==> src/rtl/register_file_pkg.sv <==
// Shared processor constants: datapath width, register address type and register indices.
package register_file_pkg;

  localparam int unsigned DATA_WIDTH     = 16;
  localparam int unsigned REG_ADDR_WIDTH = 3;

  // Register address type, shared by decode and hazard logic.
  typedef logic [REG_ADDR_WIDTH-1:0] reg_addr_t;

  localparam reg_addr_t R0 = 3'd0;
  localparam reg_addr_t R1 = 3'd1;
  localparam reg_addr_t R2 = 3'd2;
  localparam reg_addr_t R3 = 3'd3;
  localparam reg_addr_t R4 = 3'd4;
  localparam reg_addr_t R5 = 3'd5;
  localparam reg_addr_t R6 = 3'd6;
  localparam reg_addr_t R7 = 3'd7;

endpackage

==> src/rtl/register_read_port.sv <==
// One combinational read port: storage select, same-cycle write bypass and zero-register override.
module register_read_port #(
  parameter int unsigned DATA_WIDTH = 16,
  parameter int unsigned ADDR_WIDTH = 3,
  parameter bit          BYPASS     = 1'b1,
  parameter bit          ZERO_REG   = 1'b1
) (
  input  logic                                          rst_n,
  input  logic                                          write_en,
  input  logic [ADDR_WIDTH-1:0]                         write_addr,
  input  logic [DATA_WIDTH-1:0]                         write_data,
  input  logic [(1 << ADDR_WIDTH)-1:0][DATA_WIDTH-1:0]  regs,
  input  logic [ADDR_WIDTH-1:0]                         read_addr,
  output logic [DATA_WIDTH-1:0]                         read_data
);

  import register_file_pkg::*;

  logic is_zero_reg;
  logic bypass_hit;

  assign is_zero_reg = ZERO_REG && (read_addr == ADDR_WIDTH'(R0));
  // Bypass is suppressed in reset so reads stay at zero while rst_n is low.
  assign bypass_hit  = BYPASS && rst_n && write_en && (write_addr == read_addr);

  // Select stored value, override with in-flight write data, then force zero where required.
  always_comb begin
    read_data = regs[read_addr];
    if (bypass_hit) begin
      read_data = write_data;
    end
    if (!rst_n || is_zero_reg) begin
      read_data = '0;
    end
  end

endmodule

==> src/rtl/register_file.sv <==
// 8 x 16 general-purpose register file: two combinational read ports, one synchronous write port.
module register_file #(
  parameter int unsigned DATA_WIDTH = register_file_pkg::DATA_WIDTH,
  parameter int unsigned ADDR_WIDTH = register_file_pkg::REG_ADDR_WIDTH,
  parameter bit          BYPASS     = 1'b1,
  parameter bit          ZERO_REG   = 1'b1
) (
  input  logic                  clk,
  input  logic                  rst_n,
  input  logic                  write_en,
  input  logic [ADDR_WIDTH-1:0] write_addr,
  input  logic [DATA_WIDTH-1:0] write_data,
  input  logic [ADDR_WIDTH-1:0] read_addr1,
  input  logic [ADDR_WIDTH-1:0] read_addr2,
  output logic [DATA_WIDTH-1:0] read_data1,
  output logic [DATA_WIDTH-1:0] read_data2
);

  import register_file_pkg::*;

  localparam int unsigned NumRegs = 1 << ADDR_WIDTH;

  logic [NumRegs-1:0][DATA_WIDTH-1:0] regs_q;
  logic                               write_active;

  // Writes to the hardwired zero register are dropped so its storage never changes.
  assign write_active = write_en && !(ZERO_REG && (write_addr == ADDR_WIDTH'(R0)));

  // Register storage: async clear, single write per rising edge.
  always_ff @(posedge clk or negedge rst_n) begin
    if (!rst_n) begin
      regs_q <= '0;
    end else if (write_active) begin
      regs_q[write_addr] <= write_data;
    end
  end

  register_read_port #(
    .DATA_WIDTH (DATA_WIDTH),
    .ADDR_WIDTH (ADDR_WIDTH),
    .BYPASS     (BYPASS),
    .ZERO_REG   (ZERO_REG)
  ) u_read_port1 (
    .rst_n      (rst_n),
    .write_en   (write_en),
    .write_addr (write_addr),
    .write_data (write_data),
    .regs       (regs_q),
    .read_addr  (read_addr1),
    .read_data  (read_data1)
  );

  register_read_port #(
    .DATA_WIDTH (DATA_WIDTH),
    .ADDR_WIDTH (ADDR_WIDTH),
    .BYPASS     (BYPASS),
    .ZERO_REG   (ZERO_REG)
  ) u_read_port2 (
    .rst_n      (rst_n),
    .write_en   (write_en),
    .write_addr (write_addr),
    .write_data (write_data),
    .regs       (regs_q),
    .read_addr  (read_addr2),
    .read_data  (read_data2)
  );

endmodule
==> config.mk <==
export PLATFORM = sky130hd
export DESIGN_NAME = register_file
export DESIGN_NICKNAME = d
export VERILOG_FILES = /design/src/rtl/register_file_pkg.sv /design/src/rtl/register_read_port.sv /design/src/rtl/register_file.sv
export SDC_FILE = /design/constraint.sdc
export NUM_CORES = 1
export LEC_CHECK = 0
export BUFFER_PORTS_ARGS = -buffer_cell sky130_fd_sc_hd__buf_2
export CORE_MARGIN = 8
export CORE_UTILIZATION = 55
export CTS_BUF_LIST = sky130_fd_sc_hd__clkbuf_4 sky130_fd_sc_hd__clkbuf_8
export DETAILED_ROUTE_END_ITERATION = 12
export PLACE_DENSITY = 0.77
export SYNTH_ARGS = -nofsm -noshare
export SYNTH_HDL_FRONTEND = slang
export SYNTH_HIERARCHICAL = 1
export SYNTH_SLANG_ARGS = --single-unit
==> constraint.sdc <==
create_clock -name clk -period 2.4 [get_ports clk]
set_input_delay 0.48 -clock clk [delete_from_list [all_inputs] [get_ports clk]]
set_output_delay 0.48 -clock clk [all_outputs]
set_load 0.01 [all_outputs]
==> run_results.csv, run 1 <==
group,metric,value,unit
pwr,power.density,747.5,mW/mm2
sta,timing.final.max_slew_violations,0,
worst_setup_path,critPathRequiredTime,1920,ps
layout,post_route_cells_drive_above_1_share,63.77,%
synth,synth_area_per_cell,15.61,um2
sta,timing.final.setup_violations,20,
synth,synth_nets,507,
synth,synth.yosys.seq_area_share,42.83,%
worst_setup_path,worst-endpoint-arrival,1970,ps
worst_setup_path,worst_r2r_path_depth,1,
layout,n_antenna_cell,0,
worst_setup_path,crit_path_end_kind,"primary output",
clocking,max-clock-path-buffers,2,
drt,detailroute.via_count,4579,
floorplan,fp-row-count,42,
sta,clock_skew,0,ps
clocking,cts_tree,"done",
drt,antenna_left,0,
floorplan,floorplan.die_area,0.01758,mm2
synth,synthCells,479,
floorplan,core-area,0.01324,mm2
placement,routabilityCongestion,0.7482,
drt,detail_route.wl_per_cell,23.87,um
worst_setup_path,worstPathMaxFanout,10,
outcome,run_status,"finished, violations left",
worst_setup_path,critical_path.reg2reg.startpoint,"regs_q[118]$_DFFE_PN0P_",
floorplan,chipHeight,132.6,um
run,drv_cap,0,
layout,largest_register_ff_count,128,
global_routing,grt_util_all_layers,20.99,%
floorplan,ioPinCount,60,
synth,number_of_unique_standard_cell_types_used_by_synthesis,21,
layout,area_delta_synth_final,15.48,%
global_routing,grt_pass1_vias,5001,
sta,final_critical_path_setup_slack,-47.37,ps
sta,clock.fmax,408.6,MHz
global_routing,initial_antenna_violation_count,0,
sta,rsz0062_at_grt,"yes",
synth,netlist.top_cell.by_area,"sky130_fd_sc_hd__dfrtp_1",
synth,synthDominantCellAreaShare,42.83,%
global_routing,grt_pass1_wl,28.52,mm
clocking,clkLatencyLatePin,440,ps
worst_setup_path,setup.worst_path.class,"primary input to primary output",
drt,routed_via_density,6.196,
synth,synth_top_flop_cell,"sky130_fd_sc_hd__dfrtp_1",
sta,final_worst_path_cycle_share,102.0,%
floorplan,fp.dieW,132.6,um
worst_setup_path,worstSetupStartpoint,"write_addr[0]",
outcome,violations,"setup timing",
drt,route.final.wire_length,17.64,mm
worst_setup_path,worst-r2r-setup-slack,1590,ps
synth,ys_top_cells_by_area,"sky130_fd_sc_hd__dfrtp_1 (43%), sky130_fd_sc_hd__mux4_2 (19%), sky130_fd_sc_hd__mux2_2 (12%), sky130_fd_sc_hd__mux2_4 (6.0%), sky130_fd_sc_hd__mux2i_1 (4.3%)",
drt,first_pass_iters,4,
clocking,cts.root.buffer_cell,"sky130_fd_sc_hd__clkbuf_8",
floorplan,starting_utilization_of_the_core_area,56.47,%
worst_setup_path,worst_setup_path_endpoint,"read_data2[13]",
sta,worst_slew_pin_slew,1029,ps
placement,port_buffers,59,
synth,synth_area,0.007478,mm2
layout,largestRegisters,"regs_q: 128 flops",
clocking,cts_inserted_buffers,17,
layout,layout.core_utilization,65.21,%
placement,hpwl,11.18,mm
layout,top_register,"regs_q",
worst_setup_path,crit_path_start_kind,"primary input",
layout,finish.net_count,578,
pwr,total_power,6.455,mW
synth,synth_enable_flop_cells,0,
clocking,htreeDepth,4,
worst_setup_path,critical_path.reg2reg.endpoint,"regs_q[118]$_DFFE_PN0P_",
sta,slew-limit-headroom,31.42,%
pwr,vdd.ir_drop.worst,0.4040,mV
drt,detail_route.drc_violations,0,
synth,ys_ff_latch,128,
global_routing,grt_start_max_net_pins,81,
pwr,total_leakage_power,3.797,nW
clocking,tritoncts_sinks,128,
synth,synth-warning-count,6,
global_routing,globalRouteOverflowTotal,0,
clocking,clkSlewWorstSetupHoldPaths,70,ps
sta,layout_min_cycle_time,2447,ps
min_path,hold_class,"primary input to asynchronous set/reset pin",
sta,final.setup.tns,-345.3,ps
drt,drt-initial-drc-count,433,
synth,synth-async-reset-ratio,100.0,%
sta,hold_violation_total_from_the_final_report,0,
metrics by stage:
step	setup slack [ps]	cell area, um2	cells	hold slack, ps
detailed placement	-106.4	7995	699	382.7
finish	-47.37	8636	739	324.8
CTS	-62.15	8572	737	329.5
floorplan	58.27	7478	479	184.4
global placement	-75.17	7995	699	376.5
global route	-114.6	8636	739	373.4
how the worst min path moves through the flow:
stage | start | to | slack, ps
floorplan | rst_n | regs_q[0]$_DFFE_PN0P_ | 180
global placement | regs_q[15]$_DFFE_PN0P_ | regs_q[15]$_DFFE_PN0P_ | 380
detailed placement | regs_q[9]$_DFFE_PN0P_ | regs_q[9]$_DFFE_PN0P_ | 380
CTS | rst_n | regs_q[50]$_DFFE_PN0P_ | 330
global route | rst_n | regs_q[59]$_DFFE_PN0P_ | 370
finish | rst_n | regs_q[59]$_DFFE_PN0P_ | 320
logic make-up (layout without fill, tap and decap cells):
| group | count (synthesis) | after routing | synth area share, % |
|---|---|---|---|
| AO/OA/AOI/OAI | 34 | 34 | 4.885 |
| flip-flops | 128 | 128 | 42.83 |
| XOR/XNOR | 6 | 6 | 0.7027 |
| buffers and inverters | 60 | 143 | 5.906 |
| multiplexers | 208 | 208 | 41.93 |
| AND/OR/NAND/NOR | 43 | 44 | 3.748 |
area by class of cell:
type	instances	area, um2
flip-flops and latches	128	3203
well taps	176	220.2
clock buffers	26	320.3
repair buffers	111	864.6
fillers	973	4607
multi-input cells	292	3948
clock inverters	6	80.08
critical path, cell delays in order:
cell and delay (ps):
sky130_fd_sc_hd__buf_8 110, sky130_fd_sc_hd__xor2_2 170, sky130_fd_sc_hd__or4_4 650, sky130_fd_sc_hd__buf_8 200
sky130_fd_sc_hd__nor2_1 140, sky130_fd_sc_hd__a211oi_2 70, sky130_fd_sc_hd__buf_2 150
report_power, final:
| part | internal [mW] | leakage [nW] | switching [mW] |
|---|---|---|---|
| sequential | 2.58 | 1.57 | 0.301 |
| combinational | 1.04 | 2.01 | 0.654 |
| clock | 1.07 | 0.215 | 0.813 |
| total | 4.69 | 3.80 | 1.77 |
synth_stat cells, types with 8 or more instances:
master / n
sky130_fd_sc_hd__mux2_4: 30
sky130_fd_sc_hd__a211oi_1: 10
sky130_fd_sc_hd__mux4_2: 64
sky130_fd_sc_hd__a211oi_2: 22
sky130_fd_sc_hd__mux2_2: 77
sky130_fd_sc_hd__clkbuf_1: 24
sky130_fd_sc_hd__dfrtp_1: 128
sky130_fd_sc_hd__nor2_1: 32
sky130_fd_sc_hd__buf_6: 17
sky130_fd_sc_hd__buf_4: 8
sky130_fd_sc_hd__buf_2: 8
sky130_fd_sc_hd__mux2i_1: 32
timing repair:
action                                 4_1_cts  5_1_grt
setup endpoints to repair                   31       32
pin swaps                                   10        4
cloned                                       3        0
hold buffers                                 0        0
endpoints found under the hold margin        0        0
buffers inserted                             7        2
resized for setup                           22       12
per-layer routing:
| layer | track usage, % | vias up | share of wire [%] |
|---|---|---|---|
| met1 | 26.86 | 2423 | 42 |
| met5 | 0 | - | 0 |
| met4 | 8.770 | 0 | 1.8 |
| li1 | - | 1979 | - |
| met2 | 33.57 | 149 | 50 |
| met3 | 5.072 | 28 | 6.2 |
placed cells by master, fill, tap and decap left out, types with 20 or more instances in the layout:
master                     instances
sky130_fd_sc_hd__dfrtp_1         128
sky130_fd_sc_hd__mux2_2           77
sky130_fd_sc_hd__mux4_2           64
sky130_fd_sc_hd__buf_2            52
sky130_fd_sc_hd__buf_4            43
sky130_fd_sc_hd__a211oi_2         31
sky130_fd_sc_hd__mux2_4           30
sky130_fd_sc_hd__mux2i_1          30
sky130_fd_sc_hd__nor2_1           30
sky130_fd_sc_hd__clkbuf_8         20
No activity file was read; power rests on OpenSTA's default activity.
==> run 2, diff against run 1 <==
--- a/config.mk
+++ b/config.mk
@@ -5,11 +5,13 @@
 export SDC_FILE = /design/constraint.sdc
 export NUM_CORES = 1
 export LEC_CHECK = 0
+export ABC_CLOCK_PERIOD_IN_PS = 2400
 export BUFFER_PORTS_ARGS = -buffer_cell sky130_fd_sc_hd__buf_2
 export CORE_MARGIN = 8
 export CORE_UTILIZATION = 55
 export CTS_BUF_LIST = sky130_fd_sc_hd__clkbuf_4 sky130_fd_sc_hd__clkbuf_8
 export DETAILED_ROUTE_END_ITERATION = 12
+export MAX_ROUTING_LAYER = met4
 export PLACE_DENSITY = 0.77
 export SYNTH_ARGS = -nofsm -noshare
 export SYNTH_HDL_FRONTEND = slang
==> run 2 against run 1 <==
The run still ends with setup timing left. Fmax barely moved. Hold slack better by 2.5 ps. Final area stayed put. Power hardly changed. Sequential power hardly changed. Critical path type unchanged. Largest power group unchanged.
==> run_results.csv, run 2 (synthesis results as in run 1) <==
group,metric,value,unit
worst_setup_path,cpPeakStageDelay,650,ps
drt,detailroute.via_count,4536,
drt,route.met3.wl,1.219,mm
clocking,tritoncts_sinks,128,
global_routing,grt_start_max_net_pins,81,
layout,area_delta_synth_final,15.48,%
pwr,comb_power_share,26.2,%
layout,top_register,"regs_q",
layout,final_design_instance_area_without_fill,0.008636,mm2
clocking,max-clock-path-buffers,2,
global_routing,globalRouteOverflowTotal,0,
drt,detail_route.drc_violations,0,
sta,final_worst_path_cycle_share,101.9,%
clocking,cts.root.buffer_cell,"sky130_fd_sc_hd__clkbuf_8",
layout,layout_commonest_cell,"sky130_fd_sc_hd__dfrtp_1",
floorplan,core-area,0.01324,mm2
layout,layout.core_utilization,65.21,%
drt,drt-initial-drc-count,485,
floorplan,ioPinCount,60,
sta,final_critical_path_setup_slack,-46.54,ps
pwr,internal_power,4.687,mW
layout,finalNonFillerCells,739,
sta,timing.final.max_slew_violations,0,
global_routing,grt_util_all_layers,21.60,%
floorplan,starting_utilization_of_the_core_area,56.47,%
pwr,vdd.ir_drop.worst,0.4040,mV
run,drv_cap,0,
pwr,total_leakage_power,3.797,nW
drt,top_layer_used,"met4",
worst_setup_path,crit_chain,"buf_8 -> xor2_2 -> or4_4 -> buf_8 -> a211oi_2 -> buf_2",
global_routing,grt_pass1_vias,4994,
clocking,clkLatencyLatePin,440,ps
sta,slew-limit-headroom,31.52,%
floorplan,fp.dieW,132.6,um
floorplan,fp-row-count,42,
layout,register_area,0.003203,mm2
clocking,clkSlewWorstSetupHoldPaths,70,ps
sta,hold_violation_total_from_the_final_report,0,
sta,clock.fmax,408.7,MHz
drt,antenna_left,0,
outcome,violations,"setup timing",
drt,wl_met1,7.293,mm
placement,routabilityCongestion,0.7577,
global_routing,initial_antenna_violation_count,0,
clocking,ctsHoldBuffers,0,
drt,first_pass_iters,5,
drt,route.met2.wl,8.778,mm
worst_setup_path,crit_path_start_kind,"primary input",
sta,clock_skew,0,ps
layout,fill_cells,973,
drt,detail_route.wl_per_cell,23.89,um
layout,finish.net_count,578,
clocking,cts_inserted_buffers,17,
pwr,p_sw_share,27.37,%
layout,area_occupied_by_multi_input_gates,0.003948,mm2
pwr,power_frac_clock,29.2,%
pwr,total_power,6.453,mW
placement,postPlaceCellArea,0.007995,mm2
pwr,netSwitchingPower,1.766,mW
global_routing,grt_pass1_wl,28.52,mm
pwr,power.density,747.2,mW/mm2
layout,post_route_cells_drive_above_1_share,63.77,%
min_path,hold_class,"primary input to asynchronous set/reset pin",
worst_setup_path,setup.worst_path.class,"primary input to primary output",
sta,rsz0062_at_grt,"yes",
worst_setup_path,worst-endpoint-arrival,1970,ps
worst_setup_path,crit_path_end_kind,"primary output",
outcome,run_status,"finished, violations left",
worst_setup_path,critPathRequiredTime,1920,ps
sta,worst_slew_pin_slew,1027,ps
layout,largestRegisters,"regs_q: 128 flops",
worst_setup_path,most_repeated_library_cell_on_the_critical_path,"sky130_fd_sc_hd__buf_8",
layout,n_antenna_cell,0,
floorplan,chipHeight,132.6,um
placement,hpwl,11.18,mm
sta,layout_min_cycle_time,2447,ps
worst_setup_path,worstPathMaxFanout,10,
layout,most-common-layout-cells,"sky130_fd_sc_hd__dfrtp_1 (128), sky130_fd_sc_hd__mux2_2 (77), sky130_fd_sc_hd__mux4_2 (64)",
placement,pre_cts_ws,-106.4,ps
drt,route.final.wire_length,17.66,mm
pwr,power.sequential.fraction,44.6,%
drt,routed_via_density,6.138,
sta,timing.final.setup_violations,21,
placement,port_buffers,59,
clocking,cts_tree,"done",
floorplan,floorplan.die_area,0.01758,mm2
clocking,htreeDepth,4,
layout,largest_register_ff_count,128,
worst_setup_path,critical_path.slowest_cell,"sky130_fd_sc_hd__or4_4",
placement,dp_cells,699,
run 2: cell counts in the layout (fill, tap and decap cells not counted):
No cell type changed its count.
run 2: critical path: cells and delay by family:
kind / cells / cell delay [ps]
buffers and inverters: 3 / 470
XOR/XNOR: 1 / 170
AO/OA/AOI/OAI: 1 / 190
AND/OR/NAND/NOR: 1 / 650
run 2: per-stage QoR:
step / TNS (ps) / hold slack (ps)
after floorplan: 0 / 184.4
final: -301.8 / 327.4
after detailed placement: -1865 / 382.7
after global placement: -1233 / 376.5
after CTS: -596.2 / 329.5
after global routing: -1577 / 370.1
run 2: final timing paths:
| path | startpoint | end | slack, ps | cells past startpoint |
|---|---|---|---|---|
| setup / recovery | write_addr[0] | read_data2[13] | -50 | 6 |
| hold / removal | rst_n | regs_q[123]$_DFFE_PN0P_ | 330 | 3 |
| setup reg to reg | regs_q[121]$_DFFE_PN0P_ | regs_q[121]$_DFFE_PN0P_ | 1590 | 1 |
| hold reg to reg | regs_q[0]$_DFFE_PN0P_ | regs_q[0]$_DFFE_PN0P_ | 400 | 0 |
| max in group asynchronous | rst_n | regs_q[100]$_DFFE_PN0P_ | 1250 | 3 |
| min in group clk | write_data[7] | regs_q[119]$_DFFE_PN0P_ | 380 | 2 |
run 2: repair_timing:
action | CTS | global route
pin swaps | 10 | 4
cloned | 3 | 0
setup endpoints to repair | 31 | 32
buffers inserted | 7 | 2
endpoints found under the hold margin | 0 | 0
gates resized for setup | 22 | 12
run 2: area by class of cell:
class / instances / area share (%)
clock buffer: 26 / 3.709
clock inverter: 6 / 0.9273
multi-input combinational: 292 / 45.71
sequential: 128 / 37.09
tap: 176 / 2.550
timing repair buffer: 111 / 10.01
run 2: power by group through the flow:
stage          registers (mW)  clock network, mW  logic (mW)
2_1_floorplan            2.80                  0        1.23
3_3_place_gp             2.85                  0        1.59
3_5_place_dp             2.91                  0        1.64
4_1_cts                  2.87               1.91        1.68
5_1_grt                  2.93               2.03        1.81
6_report                 2.88               1.88        1.69
run 2: layer usage:
metal,up-vias,track usage [%]
li1,1980,-
met1,2376,27.12
met2,157,33.48
met3,23,4.921
met4,0,8.580
met5,-,-
==> run 3, diff against run 2 <==
--- a/config.mk
+++ b/config.mk
@@ -13,6 +13,8 @@
 export DETAILED_ROUTE_END_ITERATION = 12
 export MAX_ROUTING_LAYER = met4
 export PLACE_DENSITY = 0.77
+export SETUP_SLACK_MARGIN = 0.4
+export SKIP_LAST_GASP = 1
 export SYNTH_ARGS = -nofsm -noshare
 export SYNTH_HDL_FRONTEND = slang
 export SYNTH_HIERARCHICAL = 1
==> run 3 against run 2 <==
The run still ends with setup timing left. Critical endpoint is now read_data2[2]. Critical path type unchanged. Count of clock-buffer cells in the layout down 2. Fmax up 1.4%. Power down 1.5%. Sequential power about the same. Die area unchanged. Hold slack worse by 200 ps.
==> run_results.csv, run 3 (synthesis results as in run 1) <==
group,metric,value,unit
drt,detail_route.drc_violations,0,
sta,hold_violation_total_from_the_final_report,0,
sta,layout_min_cycle_time,2412,ps
floorplan,starting_utilization_of_the_core_area,56.47,%
worst_setup_path,setup.worst_path.class,"primary input to primary output",
sta,rsz0062_at_grt,"yes",
clocking,htreeDepth,4,
layout,most-common-layout-cells,"sky130_fd_sc_hd__dfrtp_1 (128), sky130_fd_sc_hd__mux2_2 (77), sky130_fd_sc_hd__mux4_2 (64)",
sta,slew-limit-headroom,63.98,%
pwr,total_leakage_power,3.742,nW
layout,layout_commonest_cell,"sky130_fd_sc_hd__dfrtp_1",
clocking,cts_inserted_buffers,17,
sta,clock.fmax,414.5,MHz
drt,route.final.wire_length,17.94,mm
clocking,cts.root.buffer_cell,"sky130_fd_sc_hd__clkbuf_8",
global_routing,grt_start_max_net_pins,101,
layout,register_area,0.003203,mm2
floorplan,fp-row-count,42,
outcome,run_status,"finished, violations left",
worst_setup_path,crit_path_start_kind,"primary input",
global_routing,globalRouteOverflowTotal,0,
global_routing,grt_pass1_vias,5010,
worst_setup_path,critical_path.reg2reg.startpoint,"regs_q[118]$_DFFE_PN0P_",
floorplan,floorplan.die_area,0.01758,mm2
layout,largest_register_ff_count,128,
clocking,tritoncts_sinks,128,
drt,drt-initial-drc-count,346,
layout,area_delta_synth_final,15.98,%
layout,n_antenna_cell,0,
drt,detailroute.via_count,4562,
global_routing,grt_util_all_layers,21.79,%
clocking,clkSlewWorstSetupHoldPaths,70,ps
layout,largestRegisters,"regs_q: 128 flops",
worst_setup_path,worstSetupStartpoint,"read_addr2[0]",
pwr,total_power,6.357,mW
pwr,vdd.ir_drop.worst,0.5225,mV
sta,final_critical_path_setup_slack,-12.40,ps
floorplan,core-area,0.01324,mm2
worst_setup_path,crit_path_end_kind,"primary output",
layout,finish.net_count,565,
floorplan,ioPinCount,60,
sta,timing.final.setup_violations,4,
placement,port_buffers,59,
sta,clock_skew,0,ps
layout,fill_cells,940,
placement,routabilityCongestion,0.7871,
min_path,hold_class,"primary input to asynchronous set/reset pin",
sta,timing.final.max_slew_violations,0,
worst_setup_path,critPathRequiredTime,1920,ps
worst_setup_path,worstPathMaxFanout,8,
clocking,clkLatencyLatePin,440,ps
clocking,ctsHoldBuffers,0,
layout,top_register,"regs_q",
floorplan,chipHeight,132.6,um
drt,detail_route.wl_per_cell,24.78,um
drt,routed_via_density,6.301,
global_routing,initial_antenna_violation_count,0,
layout,layout.core_utilization,65.50,%
floorplan,fp.dieW,132.6,um
global_routing,grt_pass1_wl,28.67,mm
outcome,violations,"setup timing",
sta,worst_slew_pin_slew,540.3,ps
layout,post_route_cells_drive_above_1_share,65.15,%
drt,antenna_left,0,
sta,final_worst_path_cycle_share,100.5,%
worst_setup_path,worst-r2r-setup-slack,1590,ps
drt,first_pass_iters,4,
clocking,max-clock-path-buffers,2,
pwr,power.density,732.9,mW/mm2
worst_setup_path,worst-endpoint-arrival,1930,ps
clocking,cts_tree,"done",
layout,area_occupied_by_multi_input_gates,0.004035,mm2
run,drv_cap,0,
placement,hpwl,11.80,mm
run 3: changes by cell type in the layout (fill, tap and decap cells not counted), moves of 3 or more:
cell,before,now
sky130_fd_sc_hd__buf_4,43,26
sky130_fd_sc_hd__nor2_2,0,9
sky130_fd_sc_hd__a211oi_4,0,8
sky130_fd_sc_hd__a211oi_2,31,24
sky130_fd_sc_hd__buf_12,6,13
sky130_fd_sc_hd__nor2_1,30,23
sky130_fd_sc_hd__clkbuf_4,6,3
sky130_fd_sc_hd__mux2i_1,30,27
sky130_fd_sc_hd__mux2i_2,2,5
run 3: final cells by class:
type / instances / share of cell area (%)
clock inverter: 6 / 0.6636
tap: 176 / 2.539
timing repair buffer: 99 / 9.752
multi-input combinational: 291 / 46.52
sequential: 128 / 36.93
clock buffer: 24 / 3.592
run 3: what timing repair did:
action / 4_1_cts / 5_1_grt
setup endpoints to repair: 32 / 32
gates cloned: 1 / 0
resized for setup: 33 / 15
pin swaps: 3 / 4
endpoints found under the hold margin: 0 / 0
buffers inserted: 3 / 0
run 3: where the power goes:
| group | total (mW) | internal [mW] | leakage (nW) | switching, mW |
|---|---|---|---|---|
| logic | 1.72 | 1.05 | 1.98 | 0.672 |
| registers | 2.89 | 2.58 | 1.57 | 0.309 |
| clock network | 1.75 | 0.945 | 0.195 | 0.804 |
| total | 6.36 | 4.57 | 3.74 | 1.78 |
run 3: worst paths after layout:
kind | cells after the start | end
min | 2 | regs_q[54]$_DFFE_PN0P_
min in group clk | 0 | regs_q[13]$_DFFE_PN0P_
min reg2reg | 0 | regs_q[13]$_DFFE_PN0P_
max | 6 | read_data2[2]
max in group asynchronous | 3 | regs_q[122]$_DFFE_PN0P_
max reg2reg | 1 | regs_q[118]$_DFFE_PN0P_
run 3: critical path: stages:
cell	delay (ps)
sky130_fd_sc_hd__buf_8	110
sky130_fd_sc_hd__xor2_1	150
sky130_fd_sc_hd__or4_4	610
sky130_fd_sc_hd__buf_12	190
sky130_fd_sc_hd__a211oi_4	220
sky130_fd_sc_hd__buf_2	170
run 3: per-stage QoR:
step | setup slack, ps | instance area, um2 | instances | TNS (ps) | hold WS (ps)
floorplan | 132.0 | 7589 | 479 | 0 | 184.4
global placement | -10.04 | 8065 | 690 | -26.37 | 376.4
detailed placement | -44.88 | 8065 | 690 | -181.9 | 383.3
CTS | -4.542 | 8612 | 724 | -4.542 | 129.0
global route | -42.93 | 8673 | 724 | -360.7 | 134.4
finish | -12.40 | 8673 | 724 | -32.04 | 127.5
run 3: layer usage:
metal / part of all wire [%] / vias to the layer above / GRT usage, %
met5: 0 / - / -
met4: 1.6 / 0 / 7.319
met3: 5.5 / 23 / 5.185
met2: 50 / 151 / 34.67
met1: 43 / 2442 / 26.97
li1: - / 1946 / -
